$ cat src/rtl/multi_bit_sync_filt_pkg.sv
// Shared constants and helpers for the multi-bit synchronizer / glitch filter.
// Optional edge detection is enabled by MULTI_BIT_SYNC_EDGE_DET_EN.
package multi_bit_sync_filt_pkg;

  localparam int unsigned SYNC_MIN_STAGES = 2;
  localparam int unsigned SYNC_MIN_FILT   = 1;

  // Counter must hold 0..filt_len-1, and never be narrower than one bit.
  function automatic int unsigned cnt_width(input int unsigned filt_len);
    return (filt_len <= 2) ? 1 : $clog2(filt_len);
  endfunction

endpackage

$ cat src/rtl/multi_bit_sync_filt_if.sv
// Level/edge bundle between async sources and the multi-bit synchronizer.
// Edge signals are constant 0 unless MULTI_BIT_SYNC_EDGE_DET_EN is defined.
interface multi_bit_sync_filt_if #(
  parameter int unsigned NUM_CH = 4
);

  logic [NUM_CH-1:0] Async_data;
  logic [NUM_CH-1:0] sync_data;
  logic [NUM_CH-1:0] rise_pulse;
  logic [NUM_CH-1:0] fall_pulse;
  logic              changed;

  modport master (
    output Async_data,
    input  sync_data,
    input  rise_pulse,
    input  fall_pulse,
    input  changed
  );

  modport slave (
    input  Async_data,
    output sync_data,
    output rise_pulse,
    output fall_pulse,
    output changed
  );

endinterface

$ cat src/rtl/multi_bit_sync_filt_sync_chan_filter.sv
// Single-channel stable-count glitch filter with optional registered edge pulses
// (edge ports exist only when MULTI_BIT_SYNC_EDGE_DET_EN is defined).
module multi_bit_sync_filt_sync_chan_filter
  import multi_bit_sync_filt_pkg::*;
#(
  parameter int unsigned FILT_LEN = 4
) (
  input  logic CLK,
  input  logic Reset,
  input  logic s,
  output logic filt
`ifdef MULTI_BIT_SYNC_EDGE_DET_EN
  ,
  output logic rise_pulse,
  output logic fall_pulse,
  output logic accept
`endif
);

  localparam int unsigned      CNT_W  = cnt_width(FILT_LEN);
  localparam logic [CNT_W-1:0] CntMax = CNT_W'(FILT_LEN - 1);

  logic             filt_q, filt_d;
  logic [CNT_W-1:0] cnt_q, cnt_d;

  // Any cycle where s agrees with the accepted level discards the partial count.
  always_comb begin
    filt_d = filt_q;
    cnt_d  = '0;
    if (s != filt_q) begin
      if (cnt_q == CntMax) begin
        filt_d = s;
      end else begin
        cnt_d = cnt_q + CNT_W'(1);
      end
    end
  end

  always_ff @(posedge CLK) begin
    if (Reset) begin
      filt_q <= 1'b0;
      cnt_q  <= '0;
    end else begin
      filt_q <= filt_d;
      cnt_q  <= cnt_d;
    end
  end

  assign filt = filt_q;

`ifdef MULTI_BIT_SYNC_EDGE_DET_EN
  logic rise_q, fall_q;

  // Registered from filt_d so the pulse lines up with the new filt value.
  always_ff @(posedge CLK) begin
    if (Reset) begin
      rise_q <= 1'b0;
      fall_q <= 1'b0;
    end else begin
      rise_q <= filt_d & ~filt_q;
      fall_q <= ~filt_d & filt_q;
    end
  end

  assign rise_pulse = rise_q;
  assign fall_pulse = fall_q;
  assign accept     = filt_d ^ filt_q;
`endif

endmodule

$ cat src/rtl/multi_bit_sync_filt.sv
// NUM_CH independent async levels -> NUM_STAGES flop chains -> glitch filters.
// Define MULTI_BIT_SYNC_EDGE_DET_EN to generate rise/fall/changed; else tied to 0.
module multi_bit_sync_filt
  import multi_bit_sync_filt_pkg::*;
#(
  parameter int unsigned NUM_CH     = 4,
  parameter int unsigned NUM_STAGES = 2,
  parameter int unsigned FILT_LEN   = 4
) (
  input logic                  CLK,
  input logic                  Reset,
  multi_bit_sync_filt_if.slave bus
);

  if (NUM_CH < 1) begin : g_bad_num_ch
    $error("NUM_CH must be at least 1");
  end
  if (NUM_STAGES < SYNC_MIN_STAGES) begin : g_bad_num_stages
    $error("NUM_STAGES must be at least 2");
  end
  if (FILT_LEN < SYNC_MIN_FILT) begin : g_bad_filt_len
    $error("FILT_LEN must be at least 1");
  end

  logic [NUM_CH-1:0] filt_vec;
`ifdef MULTI_BIT_SYNC_EDGE_DET_EN
  logic [NUM_CH-1:0] rise_vec;
  logic [NUM_CH-1:0] fall_vec;
  logic [NUM_CH-1:0] accept_vec;
`endif

  for (genvar i = 0; i < NUM_CH; i++) begin : g_ch
    logic [NUM_STAGES-1:0] chain_q;

    always_ff @(posedge CLK) begin
      if (Reset) begin
        chain_q <= '0;
      end else begin
        chain_q <= {chain_q[NUM_STAGES-2:0], bus.Async_data[i]};
      end
    end

    multi_bit_sync_filt_sync_chan_filter #(
      .FILT_LEN (FILT_LEN)
    ) u_filt (
      .CLK        (CLK),
      .Reset      (Reset),
      .s          (chain_q[NUM_STAGES-1]),
      .filt       (filt_vec[i])
`ifdef MULTI_BIT_SYNC_EDGE_DET_EN
      ,
      .rise_pulse (rise_vec[i]),
      .fall_pulse (fall_vec[i]),
      .accept     (accept_vec[i])
`endif
    );
  end

  assign bus.sync_data = filt_vec;

`ifdef MULTI_BIT_SYNC_EDGE_DET_EN
  logic changed_q;

  always_ff @(posedge CLK) begin
    if (Reset) begin
      changed_q <= 1'b0;
    end else begin
      changed_q <= |accept_vec;
    end
  end

  assign bus.rise_pulse = rise_vec;
  assign bus.fall_pulse = fall_vec;
  assign bus.changed    = changed_q;
`else
  assign bus.rise_pulse = '0;
  assign bus.fall_pulse = '0;
  assign bus.changed    = 1'b0;
`endif

endmodule

$ cat src/flat_wrapper.sv
// flat-port wrapper written by rule: the top's interface ports become plain ports
module multi_bit_sync_filt_flat import multi_bit_sync_filt_pkg::*;
#(
  parameter int unsigned NUM_CH     = 4,
  parameter int unsigned NUM_STAGES = 2,
  parameter int unsigned FILT_LEN   = 4
)
  (CLK, Reset, bus_Async_data, bus_sync_data, bus_rise_pulse, bus_fall_pulse, bus_changed);
  multi_bit_sync_filt_if #(.NUM_CH(NUM_CH)) bus_i ();
  input logic CLK;
  input logic Reset;
  input wire logic [$bits(bus_i.Async_data)-1:0] bus_Async_data;
  output wire logic [$bits(bus_i.sync_data)-1:0] bus_sync_data;
  output wire logic [$bits(bus_i.rise_pulse)-1:0] bus_rise_pulse;
  output wire logic [$bits(bus_i.fall_pulse)-1:0] bus_fall_pulse;
  output wire logic [$bits(bus_i.changed)-1:0] bus_changed;
  assign bus_i.Async_data = bus_Async_data;
  assign bus_sync_data = bus_i.sync_data;
  assign bus_rise_pulse = bus_i.rise_pulse;
  assign bus_fall_pulse = bus_i.fall_pulse;
  assign bus_changed = bus_i.changed;
  multi_bit_sync_filt #(.NUM_CH(NUM_CH), .NUM_STAGES(NUM_STAGES), .FILT_LEN(FILT_LEN)) u_core (.CLK(CLK), .Reset(Reset), .bus(bus_i));
endmodule
$ cat config.mk
export PLATFORM = sky130hd
export DESIGN_NAME = multi_bit_sync_filt_flat
export DESIGN_NICKNAME = d
export VERILOG_FILES = /design/src/rtl/multi_bit_sync_filt_pkg.sv /design/src/rtl/multi_bit_sync_filt_if.sv /design/src/rtl/multi_bit_sync_filt_sync_chan_filter.sv /design/src/rtl/multi_bit_sync_filt.sv /design/src/flat_wrapper.sv
export SDC_FILE = /design/constraint.sdc
export NUM_CORES = 1
export LEC_CHECK = 0
export BUFFER_PORTS_ARGS = -buffer_cell sky130_fd_sc_hd__buf_2
export CAP_MARGIN = 20
export CORE_MARGIN = 5
export CORE_UTILIZATION = 40
export CTS_CLUSTER_DIAMETER = 200
export DETAILED_ROUTE_END_ITERATION = 10
export HOLD_SLACK_MARGIN = 0.05
export PLACE_DENSITY = 0.63
export SYNTH_ARGS = -nofsm -noshare
export SYNTH_HDL_FRONTEND = slang
export SYNTH_SLANG_ARGS = --single-unit
$ cat constraint.sdc
create_clock -name CLK -period 1.2 [get_ports CLK]
set_input_delay 0.12 -clock CLK [delete_from_list [all_inputs] [get_ports CLK]]
set_output_delay 0.12 -clock CLK [all_outputs]
set_load 0.005 [all_outputs]
# --- Yosys cells after proc, flatten, opt, wreduce, memory -nomap -nowiden ---
# Cells that the tools add are included.
classes:
  add_sub_neg: 4
  eq_ne: 8
  n_bitwise: 4
  reduce_logical: 8
op_table:
  columns: ["cell", "count"]
  rows:
  - ["3-bit OR reduction", 4]
  - ["2-bit by 1-bit adder with 2-bit output, second input constant", 4]
  - ["2-bit == test, second input constant", 4]
  - ["2-bit AND reduction", 4]
  - ["1-bit inequality test", 4]
  - ["1-bit NOT", 4]
word_totals:
  register_bits: 20
  input_bits: 6
  elab_cells: 36

# --- Logic depth before layout (Yosys ltp) ---
# Gate-level depths: netlist of the first run.
depth:
  ltp_word: 3
  ltp_mapped: 3
  depth_no_buf: 3

# --- Modules after synthesis ---
# Synthesis of the first run repeated with hierarchy kept, for this count alone.
hier_totals:
  hier_cells: 62
  hier_area_um2: 747.0
by_module_without_submodules:
  columns: ["module", "instances", "cells_per_inst", "area_per_inst_um2"]
  rows:
  - ["multi_bit_sync_filt_sync_chan_filter", 4, 9, 116.4]
  - ["multi_bit_sync_filt", 1, 26, 281.5]

# --- Worst setup path before layout of the first run ---
# Ideal clock, no wire load.
synth_timing:
  kind: "register to register"
  start: "reg u_core.g_ch[0].u_filt.cnt_q[0]"
  end: "reg u_core.g_ch[0].u_filt.filt_q"
  setup_ns: 0.114
  t_arrival_ns: 0.776
  required_time_ns: 1.086
  path_slack_ns: 0.310
  stages_incl_launch_ff: 4
  path_buffers: 0
  period_less_slack_ns: 0.890
  path_cell_list: "dfxtp_1 -> ha_1 -> mux2i_1 -> nor2_1"
synth_via:
  elab_chain_cells: 2
synth_lines:
  columns: ["element", "line_no", "rtl"]
  rows:
  - ["start: declaration", "multi_bit_sync_filt_sync_chan_filter.sv:24", "logic [CNT_W-1:0] cnt_q, cnt_d;"]
  - ["start signal: assignment", "multi_bit_sync_filt_sync_chan_filter.sv:45", "cnt_q <= cnt_d;"]
  - ["2-bit == test", "multi_bit_sync_filt_sync_chan_filter.sv:31", "if (cnt_q == CntMax) begin"]
  - ["2-bit AND reduction (no line)", null, null]
  - ["end signal: assignment", "multi_bit_sync_filt_sync_chan_filter.sv:44", "filt_q <= filt_d;"]
  - ["end: declaration", "multi_bit_sync_filt_sync_chan_filter.sv:23", "logic filt_q, filt_d;"]
# Every way passes these cells.
# A chain may end at the register's enable or synchronous reset.

# --- Worst setup path in the final report of the first run ---
layout_timing:
  start: "reg u_core.g_ch[2].u_filt.cnt_q[0]"
  end: "reg u_core.g_ch[2].u_filt.filt_q"
layout_via:
  elab_chain_cells: 2
layout_lines:
  columns: ["element", "line_no"]
  rows:
  - ["start: declaration", "multi_bit_sync_filt_sync_chan_filter.sv:24"]
  - ["start signal: assignment", "multi_bit_sync_filt_sync_chan_filter.sv:45"]
  - ["2-bit == test", "multi_bit_sync_filt_sync_chan_filter.sv:31"]
  - ["2-bit AND reduction (no line)", null]
  - ["end signal: assignment", "multi_bit_sync_filt_sync_chan_filter.sv:44"]
  - ["end: declaration", "multi_bit_sync_filt_sync_chan_filter.sv:23"]
# Every way passes these cells.

==> results_dict.tcl, run 1 <==
set metrics [dict create \
    comb_power_share 0.056 \
    final_antenna_net_count 0 \
    dieArea_mm2 0.00306 \
    slew_viol_final 0 \
    switching_share 0.208 \
    io_buffer_count 9 \
    dpl_cell_area_um2 813 \
    min_path_type "in2reg" \
    numCtsBuffers 3 \
    cts_root_buf "clkbuf_4" \
    pwr-share-seq 0.660 \
    syn_inst 68 \
    n_antenna_cell 0 \
    cp.arrival_ns 1.16 \
    post-route-util 0.446 \
    yosys.area_share.simple 0.213 \
    dp.cells 97 \
    synth_area_leaders "dfxtp_1, buf_4, nor4b_2" \
    critical_path_class "reg2reg" \
    drc 0 \
    yosysSeqAreaShare 0.488 \
    cts_setup_buffers 0 \
    drv_cap 0 \
    wl_um 980 \
    clockBufferDepth 2 \
    fmax_ghz 1.02 \
    num-nets-final 89 \
    die_h_um 55.3 \
    layout_min_cycle_time_ns 0.984 \
    syn-cell-area_um2 821 \
    wl_per_cell_um 9.42 \
    cell_internal_pwr_uw 826 \
    synth_xor_area_frac 0.0427 \
    outcome "finished, final reports clean" \
    setup_ws_ns 0.216 \
    syn_avg_cell_area_um2 12.1 \
    ctsHtreeMaxLevel 1 \
    synth_compound_area_frac 0 \
    grt_util_all_layers 0.0722 \
    firstDrtPassIters 2 \
    cts_sinks 20 \
    ys_types 11 \
    grt_pass1_vias 403 \
    final_common_cell "dfxtp_1" \
    drive_gt1_frac 0.260 \
    clk_latency_ns 0.29 \
    routabilityCongestion 0.633 \
    rsz0062_at_grt "no" \
    ir_worst_vdd_mv 0.623 \
    critPathLaunchType "flop" \
    switchingPower_uw 217 \
    skew_ns 0.00512 \
    final_cell_mix "dfxtp_1, conb_1, buf_2" \
    synthAdderAreaFrac 0.0610 \
    crit_required_ns 1.37 \
    vias 434 \
    dieWidth_um 55.3 \
    grt_max_degree 21 \
    area_growth_pct 6.71 \
    end_kind "flop" \
    placementRows 16 \
    synth.area.mux_share 0.0488 \
    fp.coreArea_mm2 0.00196 \
    drt-vias-per-instance 4.17 \
    antenna_found_initial 0 \
    synth_top_cell_area_share 0.488 \
    start_util 0.418 \
    clkTransAtPathRegs_ns 0.10 \
    yosysWarnings 0 \
    power.leakage_nw 0.353 \
    cellPowerDensity_mw_per_mm2 1190 \
    synth_top_family_by_area "simple AND/OR/NAND/NOR gates" \
    gr-total-overflow 0 \
    finalCritPeriodShare 0.820 \
    clock_power_share 0.284 \
    finalHoldViolCount 0 \
    grt_pass1_wl_mm 1.73 \
    setup_tns_ns 0 \
    setup_viol 0 \
    ios 19 \
    pre_cts_slack_ns 0.224 \
    synth-seq-cells 20 \
    dp_hpwl_um 720 \
    cts_tree "done" \
    initialDrtViolationCount 2 \
    finalPower_mw 1.04 \
    ctsResizeCount 0 \
    yosys.area.top_type "dfxtp_1" \
    hold_slack_ns 0.241 \
    final_cells 104 \
    worst-path-max-fanout 3 \
    fin_area_um2 876 \
]
==> layer usage <==
layer | share of wire | GRT usage | vias to the layer above | wire length (um)
li1 | - | - | 222 | -
met1 | 0.45 | 0.0843 | 202 | 442
met2 | 0.48 | 0.106 | 8 | 471
met3 | 0.058 | 0.0210 | 2 | 57
met4 | 0.010 | 0.0625 | 0 | 10
met5 | 0 | 0 | - | 0
==> layout make-up <==
cell class	instances	area (um^2)
well taps	27	33.8
clock buffers	3	22.5
flip-flops and latches	20	400
repair buffers	13	85.1
fillers	203	1090
multi-input cells	41	334
==> critical path, cell delays in order (launching register included) <==
cell	delay [ns]
dfxtp_1	0.36
ha_1	0.25
mux2i_1	0.20
nor2_1	0.05
==> power by group through the flow <==
stage          Combinational (mW)  Clock [mW]  Sequential, mW
6_report                   0.0583       0.296           0.688
5_1_grt                    0.0667       0.329           0.690
4_1_cts                    0.0581       0.321           0.688
3_5_place_dp               0.0483           0           0.703
3_3_place_gp               0.0474           0           0.702
2_1_floorplan              0.0632           0           0.701
==> sequential cells by signal, summed over array words and instances (netlist names) <==
name,count
u_core.g_ch.u_filt.cnt_q,8
u_core.g_ch.u_filt.filt,4
u_core.g_ch.chain_q,8
==> timing repair <==
action,CTS,global route
endpoints found under the setup margin,0,0
endpoints found under the hold margin,4,0
hold buffers,4,0
==> synthesized netlist by cell type, drive strengths merged <==
library cell  instances
dfxtp                20
xnor2                 4
buf                  15
nor4                  4
nor2                  4
nor4b                 4
nor2b                 8
mux2i                 4
conb                  1
ha                    4
==> logic make-up (layout without fill, tap and decap cells) <==
logic type	Yosys count	in the layout
DFF	20	20
and+or+nand+nor	20	20
buffers and inverters	15	16
adders and majority gates	4	4
xor gates and xnor gates	4	4
muxes	4	4
other	1	9
==> worst paths after layout <==
kind / from / to / slack (ns) / cells past startpoint
max: u_core.g_ch[2].u_filt.cnt_q[0] / u_core.g_ch[2].u_filt.filt / 0.22 / 3
min: Reset / u_core.g_ch[3].u_filt.filt / 0.24 / 2
max reg2reg: u_core.g_ch[2].u_filt.cnt_q[0] / u_core.g_ch[2].u_filt.filt / 0.22 / 3
min reg2reg: u_core.g_ch[3].chain_q[0] / u_core.g_ch[3].chain_q[1] / 0.44 / 1
(Power assumes the default switching activity.)
==> inputs of run 2 (changes only) <==
Clock period 1.2 ns to 0.92 ns, I/O delays scaled along.
==> run 2 against run 1 <==
Against the previous run:
- hold slack got worse by 0.038 ns
- flip-flop and latch count stayed put
- first-iteration DRC count decreased by 100%
- combinational power rose by 44%
- sequential share of layout area fell by 2.9 points
- die area is the same
- non-clock buffer count up 4
- via count increased by 6.9%
- cell count grew 3.8%
- register-to-register slack lost 0.17 ns
- fmax rose by 12%
- count of clock-buffer cells in the layout stayed put
- largest cell class unchanged
- highest routed layer unchanged
==> results_dict.tcl, run 2 (synthesized netlist as in run 1, its figures left out) <==
set metrics [dict create \
    outcome "finished, final reports clean" \
    final_cells 108 \
    worst-path-max-fanout 3 \
    final_common_cell "dfxtp_2" \
    setup_viol 0 \
    ios 19 \
    area_growth_pct 18.3 \
    min_path_type "in2reg" \
    critical_path_class "reg2reg" \
    drive_gt1_frac 0.494 \
    vias 464 \
    start_util 0.418 \
    num-nets-final 93 \
    ctsHtreeMaxLevel 1 \
    ir_worst_vdd_mv 1.05 \
    fp.coreArea_mm2 0.00196 \
    dieArea_mm2 0.00306 \
    finalPower_mw 1.37 \
    n_antenna_cell 0 \
    hold_slack_ns 0.203 \
    grt_max_degree 21 \
    wl_met2_um 531 \
    io_buffer_count 9 \
    cp.arrival_ns 1.04 \
    clockBufferDepth 2 \
    cellPowerDensity_mw_per_mm2 1410 \
    gr-total-overflow 0 \
    m1WireLength_um 425 \
    initialDrtViolationCount 0 \
    rsz0062_at_grt "yes" \
    layout_min_cycle_time_ns 0.877 \
    dp_hpwl_um 776 \
    fmax_ghz 1.14 \
    crit_required_ns 1.08 \
    cts_sinks 20 \
    drv_cap 0 \
    clk_latency_ns 0.29 \
    routabilityCongestion 0.602 \
    wl_mm 1.06 \
    end_kind "flop" \
    die_h_um 55.3 \
    skew_ns 0.00665 \
    drc 0 \
    finalHoldViolCount 0 \
    firstDrtPassIters 1 \
    wl_per_cell_um 9.77 \
    dieWidth_um 55.3 \
    antenna_found_initial 0 \
    drt-vias-per-instance 4.30 \
    grt_util_all_layers 0.0820 \
    dr_wl_met3_um 92 \
    clkTransAtPathRegs_ns 0.10 \
    post-route-util 0.495 \
    numCtsBuffers 3 \
    dp.cells 101 \
    power.leakage_nw 0.369 \
    grt_pass1_wl_mm 1.92 \
    slew_viol_final 0 \
    cts_root_buf "clkbuf_4" \
    cts_tree "done" \
    finalCritPeriodShare 0.954 \
    cts_setup_buffers 0 \
    grt_pass1_vias 450 \
    highest_layer "met4" \
    critPathLaunchType "flop" \
    final_antenna_net_count 0 \
    placementRows 16 \
    final_cell_mix "dfxtp_2, conb_1, buf_2" \
]
run 2: changes by cell type in the layout (fill, tap and decap cells not counted):
cell and change:
buf_4 +4, dfxtp_2 +12, dfxtp_1 -12, ha_1 -4, ha_4 +4
run 2: final timing paths:
check | start | end | slack, ns | depth (start not counted)
min | Reset | u_core.g_ch[3].u_filt.filt | 0.20 | 2
max reg2reg | u_core.g_ch[0].u_filt.cnt_q[0] | u_core.g_ch[0].u_filt.filt | 0.04 | 3
min reg2reg | u_core.g_ch[3].chain_q[0] | u_core.g_ch[3].chain_q[1] | 0.44 | 1
max | u_core.g_ch[0].u_filt.cnt_q[0] | u_core.g_ch[0].u_filt.filt | 0.04 | 3
run 2: area by class of cell:
cell class	instances	area [um^2]
clock buffer	3	22.5
fill	187	991
multi-input combinational	41	384
sequential	20	415
tap	27	33.8
timing repair buffer	17	115
run 2: report_power, final:
part	total (mW)	switching (mW)	internal (mW)
sequential	0.899	0.0110	0.888
combinational	0.0841	0.0399	0.0441
clock	0.387	0.234	0.152
run 2: routing by layer:
metal / GRT usage / vias to the layer above
met2: 0.133 / 12
met4: 0.0313 / 0
met5: 0 / -
met1: 0.0849 / 219
met3: 0.0513 / 2
li1: - / 231
run 2: worst max-delay path: stages, from the launching register on:
cell and delay (ns):
dfxtp_2 0.36, ha_4 0.15, mux2i_1 0.18, nor2_1 0.06
run 2: through the flow:
stage / worst slack, ns / setup TNS (ns) / instance area [um^2]
3_5_place_dp: -0.0496 / -0.144 / 843
2_1_floorplan: 0.0301 / 0 / 851
3_3_place_gp: -0.0129 / -0.0311 / 843
5_1_grt: 0.00229 / 0 / 971
6_report: 0.0425 / 0 / 971
4_1_cts: 0.00235 / 0 / 957
run 2: timing repair:
action	in CTS	in global routing
pin swaps	4	0
setup endpoints to repair	12	8
resized for setup	9	11
hold buffers	4	0
hold endpoints to repair	4	0
==> inputs of run 3 (changes only) <==
==> constraint.sdc (replaced) <==
create_clock -name CLK -period 0.92 [get_ports CLK]
set_input_delay 0.138 -clock CLK [delete_from_list [all_inputs] [get_ports CLK]]
set_output_delay 0.138 -clock CLK [all_outputs]
set_load 0.005 [all_outputs]
==> run 3 against run 2 <==
Against the previous run:
- fmax fell by 2.7%
- utilization rose by 0.13 points
- count of clock-buffer cells in the layout did not move
- routed wire length fell by 2.6%
==> results_dict.tcl, run 3 (synthesized netlist as in run 1, its figures left out) <==
set metrics [dict create \
    outcome "finished, final reports clean" \
    gr-total-overflow 0 \
    min_path_type "in2reg" \
    grt_pass1_wl_mm 1.88 \
    final_antenna_net_count 0 \
    end_kind "primary output" \
    cp_slowest_cell "dfxtp_2" \
    ctsHtreeMaxLevel 1 \
    fp.coreArea_mm2 0.00196 \
    firstDrtPassIters 1 \
    dieWidth_um 55.3 \
    final_cell_mix "dfxtp_2, conb_1, nor2b_1, dfxtp_1, buf_2" \
    die_h_um 55.3 \
    power.leakage_nw 0.366 \
    ir_worst_vdd_mv 1.04 \
    routabilityCongestion 0.602 \
    crit_path_max_incr_delay_ns 0.36 \
    drt-vias-per-instance 4.32 \
    nFillCells 187 \
    n_antenna_cell 0 \
    cts_setup_buffers 0 \
    multi_input_area_um2 384 \
    cts_tree "done" \
    critPathTopFamily "flip-flops" \
    num-nets-final 92 \
    clockBufferDepth 2 \
    start_util 0.418 \
    cts_sinks 20 \
    numCtsBuffers 3 \
    ios 19 \
    cts_root_buf "clkbuf_4" \
    worst-path-max-fanout 3 \
    slew_viol_final 0 \
    initialDrtViolationCount 0 \
    area_growth_pct 18.6 \
    placementRows 16 \
    dp_hpwl_um 776 \
    drive_gt1_frac 0.500 \
    critPathLaunchType "flop" \
    path_buf_inv 1 \
    setup_viol 0 \
    crit_required_ns 0.78 \
    grt_max_degree 21 \
    layout_min_cycle_time_ns 0.902 \
    dieArea_mm2 0.00306 \
    wl_mm 1.03 \
    drv_cap 0 \
    finalCritPeriodShare 0.980 \
    skew_ns 0.00698 \
    path_cells "buf_2" \
    final_cells 107 \
    cellPowerDensity_mw_per_mm2 1400 \
    clk_latency_ns 0.29 \
    dp.cells 101 \
    finalHoldViolCount 0 \
    antenna_found_initial 0 \
    setup_ws_ns 0.0184 \
    regArea_um2 415 \
    grt_util_all_layers 0.0801 \
    rsz0062_at_grt "yes" \
    fmax_ghz 1.11 \
    cp.arrival_ns 0.76 \
    clkTransAtPathRegs_ns 0.10 \
    final_common_cell "dfxtp_2" \
    io_buffer_count 9 \
    pre_cts_slack_ns -0.0496 \
    drc 0 \
    wl_per_cell_um 9.61 \
    grt_pass1_vias 444 \
    critical_path_class "reg2out" \
    vias 462 \
]
## run 3: cell types whose count changed in the layout (fill, tap and decap cells not counted), sizes merged
cell and delta:
dlygate4sd3 -1
## run 3: final cells by class
class                           instances  share of cell area
Sequential cell                        20               0.427
Clock buffer                            3              0.0231
Timing Repair Buffer                   16               0.121
Multi-Input combinational cell         41               0.395
Tap cell                               27              0.0347
## run 3: through the flow
step / area (um^2) / TNS (ns) / hold WS [ns] / power [mW] / utilization
final: 973 / 0 / 0.0638 / 1.37 / 0.496
after global placement: 843 / -0.0311 / 0.353 / 0.984 / 0.430
after detailed placement: 843 / -0.144 / 0.351 / 0.988 / 0.430
after global routing: 973 / -0.0972 / 0.0647 / 1.45 / 0.496
after floorplan: 851 / 0 / 0.266 / 0.997 / -
after CTS: 952 / -0.000780 / 0.0500 / 1.40 / 0.485
## run 3: path summary, 6_finish.rpt
| kind | startpoint | endpoint | cells after the start | slack [ns] |
|---|---|---|---|---|
| max reg2reg | u_core.g_ch[0].u_filt.cnt_q[0] | u_core.g_ch[0].u_filt.filt | 3 | 0.04 |
| max | u_core.g_ch[1].u_filt.filt | bus_sync_data[1] | 1 | 0.02 |
| min reg2reg | u_core.g_ch[3].chain_q[0] | u_core.g_ch[3].chain_q[1] | 1 | 0.44 |
| min | bus_Async_data[1] | u_core.g_ch[1].chain_q[0] | 2 | 0.06 |
## run 3: power breakdown
part / switching [mW] / internal (mW)
clock network: 0.234 / 0.152
registers: 0.0109 / 0.888
logic: 0.0392 / 0.0414
## run 3: routing by layer
| metal | vias to the layer above | part of all wire | wire length [um] | track usage |
|---|---|---|---|---|
| met5 | - | 0 | 0 | 0 |
| met4 | 0 | 0.0068 | 7 | 0.0313 |
| met3 | 2 | 0.090 | 93 | 0.0513 |
| met2 | 12 | 0.49 | 508 | 0.127 |
| met1 | 218 | 0.41 | 418 | 0.0849 |
| li1 | 230 | - | - | - |
## run 3: repair_timing
action,in CTS,in global routing
gates cloned,0,0
hold endpoints to repair,3,0
setup endpoints to repair,16,8
pin swaps,4,0
hold buffers,3,0
gates resized for setup,13,9
